`src/rtl/quiz_remote_encoder.sv`:
```
// ============================================================================
// quiz_remote_encoder : debounces two 4-button handsets, arbitrates presses and
//                       sends fixed-length active-low one-hot frames on the bus
// Revision: 1.0
// ============================================================================
`default_nettype none

module quiz_remote_encoder #(
  parameter int DEBOUNCE_CYCLES = 16,
  parameter int PULSE_CYCLES    = 4,
  parameter int CNT_W           = 8
) (
  input  logic       clk,
  input  logic       rst_n,
  input  logic [3:0] btn_p1,
  input  logic [3:0] btn_p2,
  output logic [7:0] rm_out_bcd,
  output logic       tx_valid,
  output logic       busy
);

  localparam logic [0:0] DB_REL     = 1'b0;
  localparam logic [0:0] DB_PRESSED = 1'b1;

  localparam logic [1:0] TX_IDLE = 2'd0;
  localparam logic [1:0] TX_SEND = 2'd1;
  localparam logic [1:0] TX_GAP  = 2'd2;

  localparam logic [CNT_W-1:0] DB_LAST    = CNT_W'(DEBOUNCE_CYCLES);
  localparam logic [CNT_W-1:0] PULSE_LAST = CNT_W'(PULSE_CYCLES - 1);
  localparam logic [CNT_W-1:0] CNT_ONE    = CNT_W'(1);

  logic [1:0][3:0] btn_raw;
  logic [1:0][3:0] choice;
  logic [1:0]      pending_set;

  // index 0 is player 1, index 1 is player 2
  assign btn_raw = {btn_p2, btn_p1};

  for (genvar p = 0; p < 2; p++) begin : g_player
    logic [3:0]       sync_a;
    logic [3:0]       sync_b;
    logic [3:0]       prev;
    logic [3:0]       latched;
    logic [0:0]       db_state;
    logic [CNT_W-1:0] cnt;
    logic [CNT_W-1:0] cnt_inc;
    logic [CNT_W-1:0] run_len;
    logic             one_hot;
    logic             press_done;

    assign one_hot    = (sync_b != 4'd0) && ((sync_b & (sync_b - 4'd1)) == 4'd0);
    assign cnt_inc    = cnt + CNT_ONE;
    // a fresh one-hot value starts a new run at length 1
    assign run_len    = (sync_b == prev) ? cnt_inc : CNT_ONE;
    assign press_done = (db_state == DB_REL) && one_hot && (run_len == DB_LAST);

    assign pending_set[p] = press_done;
    assign choice[p]      = latched;

    always_ff @(posedge clk or negedge rst_n) begin
      if (!rst_n) begin
        sync_a   <= 4'd0;
        sync_b   <= 4'd0;
        prev     <= 4'd0;
        latched  <= 4'd0;
        db_state <= DB_REL;
        cnt      <= '0;
      end else begin
        sync_a <= btn_raw[p];
        sync_b <= sync_a;
        prev   <= sync_b;
        if (db_state == DB_REL) begin
          if (press_done) begin
            latched  <= sync_b;
            db_state <= DB_PRESSED;
            cnt      <= '0;
          end else if (one_hot) begin
            cnt <= run_len;
          end else begin
            cnt <= '0;
          end
        end else begin
          if (sync_b != 4'd0) begin
            cnt <= '0;
          end else if (cnt_inc == DB_LAST) begin
            db_state <= DB_REL;
            cnt      <= '0;
          end else begin
            cnt <= cnt_inc;
          end
        end
      end
    end
  end

  logic [1:0]       tx_state;
  logic [1:0]       pending;
  logic             prio;
  logic [CNT_W-1:0] pulse_cnt;
  logic [1:0]       grant;
  logic [7:0]       code;

  // Arbitration also runs on the GAP cycle so back-to-back frames are
  // separated by exactly one idle bus cycle.
  always_comb begin
    grant = 2'b00;
    if (tx_state != TX_SEND) begin
      if (pending == 2'b11) begin
        grant = prio ? 2'b10 : 2'b01;
      end else begin
        grant = pending;
      end
    end
  end

  always_comb begin
    code = 8'hFF;
    if (grant[0]) begin
      code[7:4] = ~{choice[0][0], choice[0][1], choice[0][2], choice[0][3]};
    end else if (grant[1]) begin
      code[3:0] = ~{choice[1][0], choice[1][1], choice[1][2], choice[1][3]};
    end
  end

  always_ff @(posedge clk or negedge rst_n) begin
    if (!rst_n) begin
      tx_state   <= TX_IDLE;
      pending    <= 2'b00;
      prio       <= 1'b0;
      pulse_cnt  <= '0;
      rm_out_bcd <= 8'hFF;
      tx_valid   <= 1'b0;
      busy       <= 1'b0;
    end else begin
      pending <= (pending & ~grant) | pending_set;
      if ((tx_state != TX_SEND) && (pending == 2'b11)) begin
        prio <= ~prio;
      end
      case (tx_state)
        TX_SEND: begin
          if (pulse_cnt == PULSE_LAST) begin
            tx_state   <= TX_GAP;
            rm_out_bcd <= 8'hFF;
            tx_valid   <= 1'b0;
          end else begin
            pulse_cnt <= pulse_cnt + CNT_ONE;
          end
        end
        default: begin
          if (grant != 2'b00) begin
            tx_state   <= TX_SEND;
            rm_out_bcd <= code;
            tx_valid   <= 1'b1;
            busy       <= 1'b1;
            pulse_cnt  <= '0;
          end else begin
            tx_state   <= TX_IDLE;
            rm_out_bcd <= 8'hFF;
            tx_valid   <= 1'b0;
            busy       <= 1'b0;
          end
        end
      endcase
    end
  end

endmodule

`default_nettype wire

```
`config.mk`:
```
export PLATFORM = sky130hd
export DESIGN_NAME = quiz_remote_encoder
export DESIGN_NICKNAME = d
export VERILOG_FILES = /design/src/rtl/quiz_remote_encoder.sv
export SDC_FILE = /design/constraint.sdc
export NUM_CORES = 1
export LEC_CHECK = 0
export ABC_AREA = 1
export CAP_MARGIN = 30
export CORE_MARGIN = 2
export CORE_UTILIZATION = 59
export CTS_CLUSTER_SIZE = 10
export DETAILED_ROUTE_END_ITERATION = 6
export MAX_ROUTING_LAYER = met4
export PLACE_DENSITY = 0.91
export SLEW_MARGIN = 10
export SYNTH_ARGS = -nofsm -noshare
export SYNTH_HDL_FRONTEND = slang
export SYNTH_SLANG_ARGS = --single-unit
```
`constraint.sdc`:
```
create_clock -name clk -period 2.1 [get_ports clk]
set_input_delay 0.21 -clock clk [delete_from_list [all_inputs] [get_ports clk]]
set_output_delay 0.21 -clock clk [all_outputs]
set_load 0.02 [all_outputs]
```
==> results of run 1 <==
-- Yosys cell counts, types with 2 or more instances --
cell        n  area [µm²]
dfstp_2     8       210.2
dfrtp_1    64        1602
and2_1      2       12.51
inv_1      45       168.9
xor2_1      3       26.28
a21oi_1    10       50.05
nand3_2     4       40.04
nor3_1      5       25.02
nand3b_1    2       15.01
nand4_1    19       118.9
o21ai_0    16       80.08
nand2_1   102       382.9
ha_1        5       62.56
o21ai_1     3       15.01
o22ai_1     2       12.51
o31ai_1     3       22.52
nor2_4      7       78.83
inv_2       7       26.28
nor2_2      6       37.54
nand2_2    10       62.56
nand3_4     2       35.03
nand3_1    34       170.2
nor2_1     43       161.4
xnor2_1     2       17.52
-- cell type report --
| cell class | instances | area [µm²] | share of cell area [%] |
|---|---|---|---|
| Clock buffer | 10 | 127.6 | 3.178 |
| Timing Repair Buffer | 23 | 230.2 | 5.732 |
| Sequential cell | 72 | 1812 | 45.11 |
| Tap cell | 75 | 93.84 | 2.336 |
| Inverter | 53 | 198.9 | 4.953 |
| Multi-Input combinational cell | 286 | 1473 | 36.67 |
| Clock inverter | 5 | 81.33 | 2.025 |
-- per-stage QoR --
stage / hold WS, ps / instances / cell area, µm² / setup WS (ps)
after global routing: 291.3 / 524 / 4016 / 132.8
after global placement: 213.6 / 508 / 3797 / 407.2
after CTS: 281.7 / 524 / 4016 / 311.9
after floorplan: -85.59 / 413 / 3502 / 492.6
after detailed placement: 222.6 / 508 / 3797 / 327.9
final: 297.6 / 524 / 4016 / 297.2
-- critical path: stages, from the launching register on --
cell and delay [ps]:
dfrtp_1 440, ha_1 250, nand2_1 110, inv_1 80
nand3_1 80, and2_1 180, nand3_1 120, nor2_4 170
nand3_4 110, nand2_1 90, nand2_1 50
-- cells by family after synthesis --
kind of cell / share of synthesized area [%]
AOI/OAI and AO/OA: 5.716
xor gates and xnor gates: 1.251
adders and majority gates: 1.786
and+or+nand+nor: 33.30
buffers and inverters: 6.217
DFF: 51.73
-- registers in the layout (all words and copies together) (netlist names) --
name,cells
g_player.prev,8
prio,1
tx_state,2
pending,2
g_player.cnt,16
g_player.sync_b,8
g_player.sync_a,8
busy,1
g_player.db_state,2
rm_out_bcd,8
g_player.latched,8
pulse_cnt,8
-- metal layers --
metal | global-route usage (%) | vias up
li1 | - | 1405
met1 | 27.41 | 1350
met2 | 37.60 | 69
met3 | 4.889 | 16
met4 | 10.17 | 0
met5 | - | -
-- final timing paths --
| check | slack, ps | to | from | depth (start not counted) |
|---|---|---|---|---|
| worst min register to register | 350 | g_player[0].sync_b[1] | g_player[0].sync_a[1] | 0 |
| min in group asynchronous | 380 | g_player[1].cnt[7] | rst_n | 2 |
| worst max-delay path | 300 | g_player[1].latched[2] | g_player[1].cnt[0] | 10 |
| max in group asynchronous | 1060 | rm_out_bcd[1] | rst_n | 3 |
| worst max register to register | 300 | g_player[1].latched[2] | g_player[1].cnt[0] | 10 |
| worst min-delay path | 300 | g_player[0].sync_a[2] | btn_p1[2] | 1 |
-- timing repair --
| item | in CTS | in global routing |
|---|---|---|
| hold buffers | 1 | 0 |
| endpoints found under the hold margin | 21 | 0 |
| setup buffers | 0 | 0 |
-- power groups by stage --
| stage | sequential [mW] | combinational (mW) | clock, mW |
|---|---|---|---|
| 2_1_floorplan | 1.46 | 0.0618 | 0 |
| 3_3_place_gp | 1.46 | 0.120 | 0 |
| 3_5_place_dp | 1.46 | 0.125 | 0 |
| 4_1_cts | 1.44 | 0.127 | 1.19 |
| 5_1_grt | 1.44 | 0.143 | 1.25 |
| 6_report | 1.44 | 0.125 | 1.17 |
==> impl_metrics.env, run 1 <==
export IMPL_dr_max_layer_used="met4"
export IMPL_vias=2840
export IMPL_worst_ep_required_time_ps=2340
export IMPL_syn_nets=428
export IMPL_rows=28
export IMPL_fmax_ghz=0.5547
export IMPL_irDropWorstVdd_mv=0.6064
export IMPL_antenna_found_initial=0
export IMPL_nets=460
export IMPL_grt_overflow=0
export IMPL_p_switching_mw=0.6130
export IMPL_hold_viol_final=0
export IMPL_power_mw=2.734
export IMPL_pwr_share_clk_pct=42.8
export IMPL_hold_path_class="input pin to flop"
export IMPL_hpwl_mm=4.838
export IMPL_crit_fanout=6
export IMPL_ant_nets=0
export IMPL_drive_above_1_share_pct=14.25
export IMPL_finish_utilization_pct=69.06
export IMPL_critPathArrivalTime_ps=2040
export IMPL_n_antenna_cell=0
export IMPL_leakage_nw=1.926
export IMPL_async_flop_share_pct=100.0
export IMPL_yosysUniqueCellTypes=33
export IMPL_finalSetupViolations=0
export IMPL_ys_flop_type="dfrtp_1"
export IMPL_wl_met3_um=287
export IMPL_drt_pass1_iterations=4
export IMPL_die_y_um=81.05
export IMPL_layout_common_cells="102 x nand2_1, 64 x dfrtp_1, 45 x inv_1"
export IMPL_insertion_delay_ps=350
export IMPL_wl_mm=6.616
export IMPL_finalCriticalPeriod_ps=1803
export IMPL_cts_made_buffers=9
export IMPL_fin_crit_sh_pct=85.85
export IMPL_drtIter0Drc=164
export IMPL_drcViolationCount=0
export IMPL_cts_clk_slew_worst_paths_ps=70
export IMPL_max_slew_margin_pct=64.02
export IMPL_grt_max_degree=44
export IMPL_cts_htree_levels=3
export IMPL_seq_power_share_pct=52.6
export IMPL_via_per_inst=5.420
export IMPL_rsz0062_at_grt="no"
export IMPL_tritoncts="done"
export IMPL_synth_warnings=0
export IMPL_startpoint_type="flop"
export IMPL_fin_skew_ps=11.62
export IMPL_worst_pin_slew_ps=539.7
export IMPL_final_common_cell="nand2_1"
export IMPL_grt_pass1_wl_mm=11.17
export IMPL_portBuffers=19
export IMPL_start_util_pct=60.22
export IMPL_critical_path_class="flop to flop"
export IMPL_core_area_um2=5816
export IMPL_areaGrowthSynthToFinish_pct=14.68
export IMPL_place_gp_congestion=0.9221
export IMPL_fillers=473
export IMPL_setup_tns_ps=0
export IMPL_io_pins=20
export IMPL_comb_power_share_pct=4.6
export IMPL_internal_power_mw=2.121
export IMPL_syn_inst=413
export IMPL_cts_repair_resize_count=0
export IMPL_root_buffer="clkbuf_8"
export IMPL_cp_end_kind="flop"
export IMPL_syn_area_per_cell_um2=8.480
export IMPL_die_x_um=81.05
export IMPL_grt_pass1_vias=2620
export IMPL_met1Wirelength_mm=2.857
export IMPL_swShare_pct=22.42
export IMPL_yosysSeqAreaShare_pct=51.73
export IMPL_track_usage_pct=22.94
export IMPL_drv_slew=0
export IMPL_cap_violations=0
export IMPL_yosys_register_bits=72
export IMPL_cts_sink_count=72
export IMPL_status="finished clean"
export IMPL_synth_edf_count=0
export IMPL_clockBufferDepth=2
export IMPL_wl_met2_mm=3.351
export IMPL_p_per_area_nw_per_um2=680.8
export IMPL_syn_cell_area_um2=3502
export IMPL_die_area_um2=6568
export IMPL_wl_per_cell_um=12.63
Power figures use the tool's default switching activity.
==> run 2, diff against run 1 <==
--- a/config.mk
+++ b/config.mk
@@ -13,6 +13,7 @@
 export DETAILED_ROUTE_END_ITERATION = 6
 export MAX_ROUTING_LAYER = met4
 export PLACE_DENSITY = 0.91
+export SETUP_SLACK_MARGIN = 0.2
 export SLEW_MARGIN = 10
 export SYNTH_ARGS = -nofsm -noshare
 export SYNTH_HDL_FRONTEND = slang
==> run 2 against run 1 <==
Clock power is essentially flat. Global-route usage unchanged. Total power is 0.15% higher. Sequential power hardly changed. Sequential share of layout area is 0.39 points lower. First-iteration DRC count shrank 19%. Flip-flop and latch count stayed put. Final cell count increased by 0.76%. Fmax is 0.93% higher. Combinational power increased by 6%.
==> impl_metrics.env, run 2 (synthesis gave the netlist of run 1 again) <==
export IMPL_status="finished clean"
export IMPL_tritoncts="done"
export IMPL_largest_register_ffs=16
export IMPL_cap_violations=0
export IMPL_p_per_area_nw_per_um2=676.0
export IMPL_start_util_pct=60.22
export IMPL_clockBufferDepth=2
export IMPL_top_register="g_player.cnt"
export IMPL_wl_per_cell_um=12.63
export IMPL_rows=28
export IMPL_critPathArrivalTime_ps=2020
export IMPL_worst_pin_slew_ps=535.7
export IMPL_io_pins=20
export IMPL_track_usage_pct=22.94
export IMPL_cts_clk_slew_worst_paths_ps=70
export IMPL_r2r_cells=8
export IMPL_final_common_cell="nand2_1"
export IMPL_hold_depth=1
export IMPL_crit_chain="ha_1, or2_2, nand2_1, nand3_1, nor2_4, nand3_4, nand2_1, nand2_1"
export IMPL_cts_sink_count=72
export IMPL_grt_pass1_wl_mm=11.17
export IMPL_grt_overflow=0
export IMPL_worst_ep_required_time_ps=2340
export IMPL_r2r_start="g_player[1].cnt[0]"
export IMPL_register_area_um2=1812
export IMPL_root_buffer="clkbuf_8"
export IMPL_drv_slew=0
export IMPL_drt_pass1_iterations=5
export IMPL_fin_skew_ps=12.30
export IMPL_portBuffers=19
export IMPL_die_area_um2=6568
export IMPL_drive_above_1_share_pct=15.45
export IMPL_hpwl_mm=4.838
export IMPL_layout_common_cells="102 x nand2_1, 64 x dfrtp_1, 45 x inv_1"
export IMPL_worstHoldStart="btn_p1[2]"
export IMPL_drcViolationCount=0
export IMPL_vias=2853
export IMPL_insertion_delay_ps=350
export IMPL_cts_htree_levels=3
export IMPL_setup_tns_ps=0
export IMPL_wl_mm=6.670
export IMPL_fmax_ghz=0.5599
export IMPL_hold_path_class="input pin to flop"
export IMPL_hold_viol_final=0
export IMPL_grt_max_degree=44
export IMPL_multi_input_area_um2=1478
export IMPL_cp_depth=8
export IMPL_power_mw=2.739
export IMPL_slowest_stage="dfrtp_1"
export IMPL_grt_pass1_vias=2620
export IMPL_crit_path_frequent_cell="nand2_1"
export IMPL_dp_cells=508
export IMPL_min_to="g_player[0].sync_a[2]"
export IMPL_r2r_end="g_player[1].latched[2]"
export IMPL_rsz0062_at_grt="no"
export IMPL_die_y_um=81.05
export IMPL_max_slew_margin_pct=64.29
export IMPL_nets=464
export IMPL_via_per_inst=5.403
export IMPL_finalSetupViolations=0
export IMPL_leakage_nw=1.944
export IMPL_core_area_um2=5816
export IMPL_fin_crit_sh_pct=85.05
export IMPL_critical_path_class="flop to flop"
export IMPL_startpoint_type="flop"
export IMPL_fillers=470
export IMPL_crit_fanout=6
export IMPL_crit_family="simple AND/OR/NAND/NOR gates"
export IMPL_drtIter0Drc=133
export IMPL_fin_hold_ws_ps=295.7
export IMPL_rrSetupSlack_ps=310
export IMPL_finalCriticalPeriod_ps=1786
export IMPL_ant_nets=0
export IMPL_cts_made_buffers=9
export IMPL_cp_end_kind="flop"
export IMPL_antenna_found_initial=0
export IMPL_timing_critical_path_buf_inv=0
export IMPL_irDropWorstVdd_mv=0.6064
export IMPL_place_gp_congestion=0.9221
export IMPL_cpPeakStageDelay_ps=420
export IMPL_layoutNonFillerInstCount=528
export IMPL_die_x_um=81.05
export IMPL_n_antenna_cell=0
export IMPL_areaGrowthSynthToFinish_pct=15.68
[run 2: cell types whose count changed in the layout (fill, tap and decap cells not counted)]
| cell | delta |
|---|---|
| o21ai_0 | -1 |
| and2_4 | +1 |
| buf_4 | +4 |
| ha_1 | -1 |
| o21ai_1 | +1 |
| and2_1 | -1 |
| ha_2 | +1 |
[run 2: through the flow]
stage,worst slack [ps],utilization [%],area (µm²)
2_1_floorplan,492.6,-,3502
3_3_place_gp,407.2,65.30,3797
3_5_place_dp,327.9,65.30,3797
4_1_cts,311.9,69.06,4016
5_1_grt,194.5,69.66,4051
6_report,313.9,69.66,4051
[run 2: per-layer routing]
layer / vias up / global-route usage (%) / part of all wire, %
met5: - / - / 0
met4: 0 / 10.17 / 1.8
met3: 14 / 4.889 / 4.5
met2: 70 / 37.60 / 51
met1: 1354 / 27.41 / 43
li1: 1415 / - / -
[run 2: final cells by class]
type	instances	area share, %
Inverter	53	4.910
Tap cell	75	2.316
Clock inverter	5	2.007
Clock buffer	10	3.150
Sequential cell	72	44.72
Timing Repair Buffer	27	6.424
Multi-Input combinational cell	286	36.47
[run 2: what timing repair did]
| action | in CTS | in global routing |
|---|---|---|
| gates resized for setup | 0 | 3 |
| hold buffers | 1 | 0 |
| endpoints found under the hold margin | 21 | 0 |
| endpoints found under the setup margin | 0 | 10 |
| buffers inserted | 0 | 4 |
[run 2: where the power goes]
| group | internal, mW | switching [mW] |
|---|---|---|
| logic | 0.0474 | 0.0842 |
| clock network | 0.665 | 0.504 |
| registers | 1.41 | 0.0245 |
| total | 2.13 | 0.613 |
[run 2: worst max path at each step]
stage,startpoint,end,slack [ps]
after CTS,g_player[1].cnt[0],g_player[1].latched[2],310
after detailed placement,g_player[1].cnt[0],g_player[1].latched[2],330
after global routing,g_player[1].cnt[0],g_player[1].latched[2],190
after global placement,g_player[1].cnt[0],g_player[1].latched[3],410
after floorplan,g_player[1].cnt[0],g_player[1].latched[0],490
final,g_player[1].cnt[0],g_player[1].latched[2],310
[run 2: worst reg2reg max path, delay by kind of cell, from the launching register on]
family	cells	cell delay [ps]
flops	1	420
fa+ha+maj	1	250
simple gates	7	1000
==> run 3, diff against run 2 <==
--- a/config.mk
+++ b/config.mk
@@ -6,13 +6,14 @@
 export NUM_CORES = 1
 export LEC_CHECK = 0
 export ABC_AREA = 1
+export ABC_CLOCK_PERIOD_IN_PS = 2270
 export CAP_MARGIN = 30
 export CORE_MARGIN = 2
-export CORE_UTILIZATION = 59
+export CORE_UTILIZATION = 64
 export CTS_CLUSTER_SIZE = 10
 export DETAILED_ROUTE_END_ITERATION = 6
 export MAX_ROUTING_LAYER = met4
-export PLACE_DENSITY = 0.91
+export PLACE_DENSITY = 0.95
 export SETUP_SLACK_MARGIN = 0.2
 export SLEW_MARGIN = 10
 export SYNTH_ARGS = -nofsm -noshare
==> constraint.sdc (replaced) <==
create_clock -name clk -period 2.27 [get_ports clk]
set_input_delay 0.227 -clock clk [delete_from_list [all_inputs] [get_ports clk]]
set_output_delay 0.227 -clock clk [all_outputs]
set_load 0.02 [all_outputs]
==> run 3 against run 2 <==
Register-to-register slack is essentially flat. Combinational power shrank 13%. Fmax shrank 8.4%. Clock power is essentially flat. Final area shrank 0.86%. Clock skew grew 0.58 ps.
==> impl_metrics.env, run 3 (synthesis gave the netlist of run 1 again) <==
export IMPL_status="finished clean"
export IMPL_die_y_um=77.98
export IMPL_portBuffers=19
export IMPL_vias=2982
export IMPL_drt_pass1_iterations=5
export IMPL_drv_slew=0
export IMPL_fin_hold_ws_ps=320.9
export IMPL_cts_sink_count=72
export IMPL_wl_mm=7.663
export IMPL_hold_path_class="input pin to flop"
export IMPL_rrSetupSlack_ps=320
export IMPL_via_per_inst=5.757
export IMPL_leakage_nw=1.917
export IMPL_areaGrowthSynthToFinish_pct=14.68
export IMPL_worst_ep_required_time_ps=2490
export IMPL_finalCriticalPeriod_ps=1950
export IMPL_crit_fanout=7
export IMPL_antenna_found_initial=0
export IMPL_r2r_cells=10
export IMPL_rsz0062_at_grt="no"
export IMPL_ant_nets=0
export IMPL_worstHoldStart="btn_p1[3]"
export IMPL_largest_register_ffs=16
export IMPL_top_register="g_player.cnt"
export IMPL_p_per_area_nw_per_um2=645.2
export IMPL_layout_common_cells="102 x nand2_1, 63 x dfrtp_1, 45 x inv_1"
export IMPL_tritoncts="done"
export IMPL_io_pins=20
export IMPL_worst_pin_slew_ps=659.3
export IMPL_cap_violations=0
export IMPL_cts_made_buffers=9
export IMPL_die_x_um=77.98
export IMPL_finalSetupViolations=0
export IMPL_wl_per_cell_um=14.79
export IMPL_drcViolationCount=0
export IMPL_grt_overflow=0
export IMPL_place_gp_congestion=0.8998
export IMPL_dp_cells=501
export IMPL_n_antenna_cell=0
export IMPL_critical_path_class="flop to flop"
export IMPL_grt_pass1_vias=2949
export IMPL_crit_chain="ha_1, nand2_2, nor2_1, nor2_1, nor2_2, inv_1, nor2_1, nand2_1, o21ai_0, nand2_1"
export IMPL_cpPeakStageDelay_ps=450
export IMPL_start_util_pct=67.28
export IMPL_critPathArrivalTime_ps=2160
export IMPL_insertion_delay_ps=350
export IMPL_min_to="g_player[0].sync_a[3]"
export IMPL_startpoint_type="flop"
export IMPL_nets=458
export IMPL_root_buffer="clkbuf_8"
export IMPL_cp_startpoint="g_player[0].cnt[0]"
export IMPL_grt_pass1_wl_mm=13.31
export IMPL_core_area_um2=5205
export IMPL_fmax_ghz=0.5129
export IMPL_grt_max_degree=45
export IMPL_fin_crit_sh_pct=85.88
export IMPL_setup_tns_ps=0
export IMPL_irDropWorstVdd_mv=0.7098
export IMPL_rows=26
export IMPL_cts_clk_slew_worst_paths_ps=80
export IMPL_cts_htree_levels=3
export IMPL_crit_path_frequent_cell="nor2_1"
export IMPL_hold_viol_final=0
export IMPL_fin_skew_ps=12.89
export IMPL_hpwl_mm=4.998
export IMPL_cp_end_kind="flop"
export IMPL_track_usage_pct=28.80
export IMPL_die_area_um2=6080
export IMPL_layoutNonFillerInstCount=518
export IMPL_r2r_end="g_player[0].db_state"
export IMPL_r2r_start="g_player[0].cnt[0]"
export IMPL_clockBufferDepth=2
export IMPL_slowest_stage="dfrtp_2"
export IMPL_hold_depth=1
export IMPL_drtIter0Drc=417
export IMPL_final_common_cell="nand2_1"
export IMPL_drive_above_1_share_pct=14.51
export IMPL_max_slew_margin_pct=56.04
==> run 3: how the worst max path moves through the flow <==
stage | endpoint | cells past startpoint
floorplan | g_player[1].latched[0] | 8
global placement | g_player[1].latched[1] | 10
detailed placement | g_player[1].latched[0] | 10
CTS | g_player[0].db_state | 10
global route | g_player[1].latched[2] | 10
finish | g_player[0].db_state | 10
==> run 3: area by class of cell <==
cell class                 instances  area (µm²)
multi-input combinational        286        1473
timing repair buffer              21       215.2
clock buffer                      10       137.6
clock inverter                     6       91.34
tap                               70       87.58
sequential                        72        1813
inverter                          53       198.9
fill                             335        1189
==> run 3: timing repair <==
item,CTS,global route
setup buffers,0,0
gates resized for setup,0,1
hold endpoints to repair,28,0
hold buffers,1,0
setup endpoints to repair,0,1
==> run 3: per-layer routing <==
layer | part of all wire, % | GRT usage (%)
met2 | 51 | 47.50
met1 | 39 | 33.86
met5 | 0 | -
met3 | 6.9 | 7.209
met4 | 3.6 | 12.11
==> run 3: power breakdown <==
group          total, mW  leakage (nW)  internal [mW]  switching, mW
registers           1.33         0.920           1.31         0.0259
logic              0.115         0.892         0.0373         0.0773
clock network       1.14         0.105          0.652          0.491
==> run 3: critical path: cells and delay by family (launching register included) <==
kind                     cells  cell delay (ps)
buffers and inverters        1               60
AND/OR/NAND/NOR              7              850
AO/OA/AOI/OAI                1              210
flip-flops                   1              450
adder cells (fa/ha/maj)      1              250
==> run 3: per-stage QoR <==
stage	util (%)	setup WS, ps	power (mW)	cell area [µm²]
3_5_place_dp	72.55	452.9	1.466	3776
3_3_place_gp	72.55	540.1	1.458	3776
6_report	77.16	320.5	2.591	4016
2_1_floorplan	-	662.6	1.407	3502
5_1_grt	77.16	249.2	2.672	4016
4_1_cts	77.14	364.9	2.594	4015
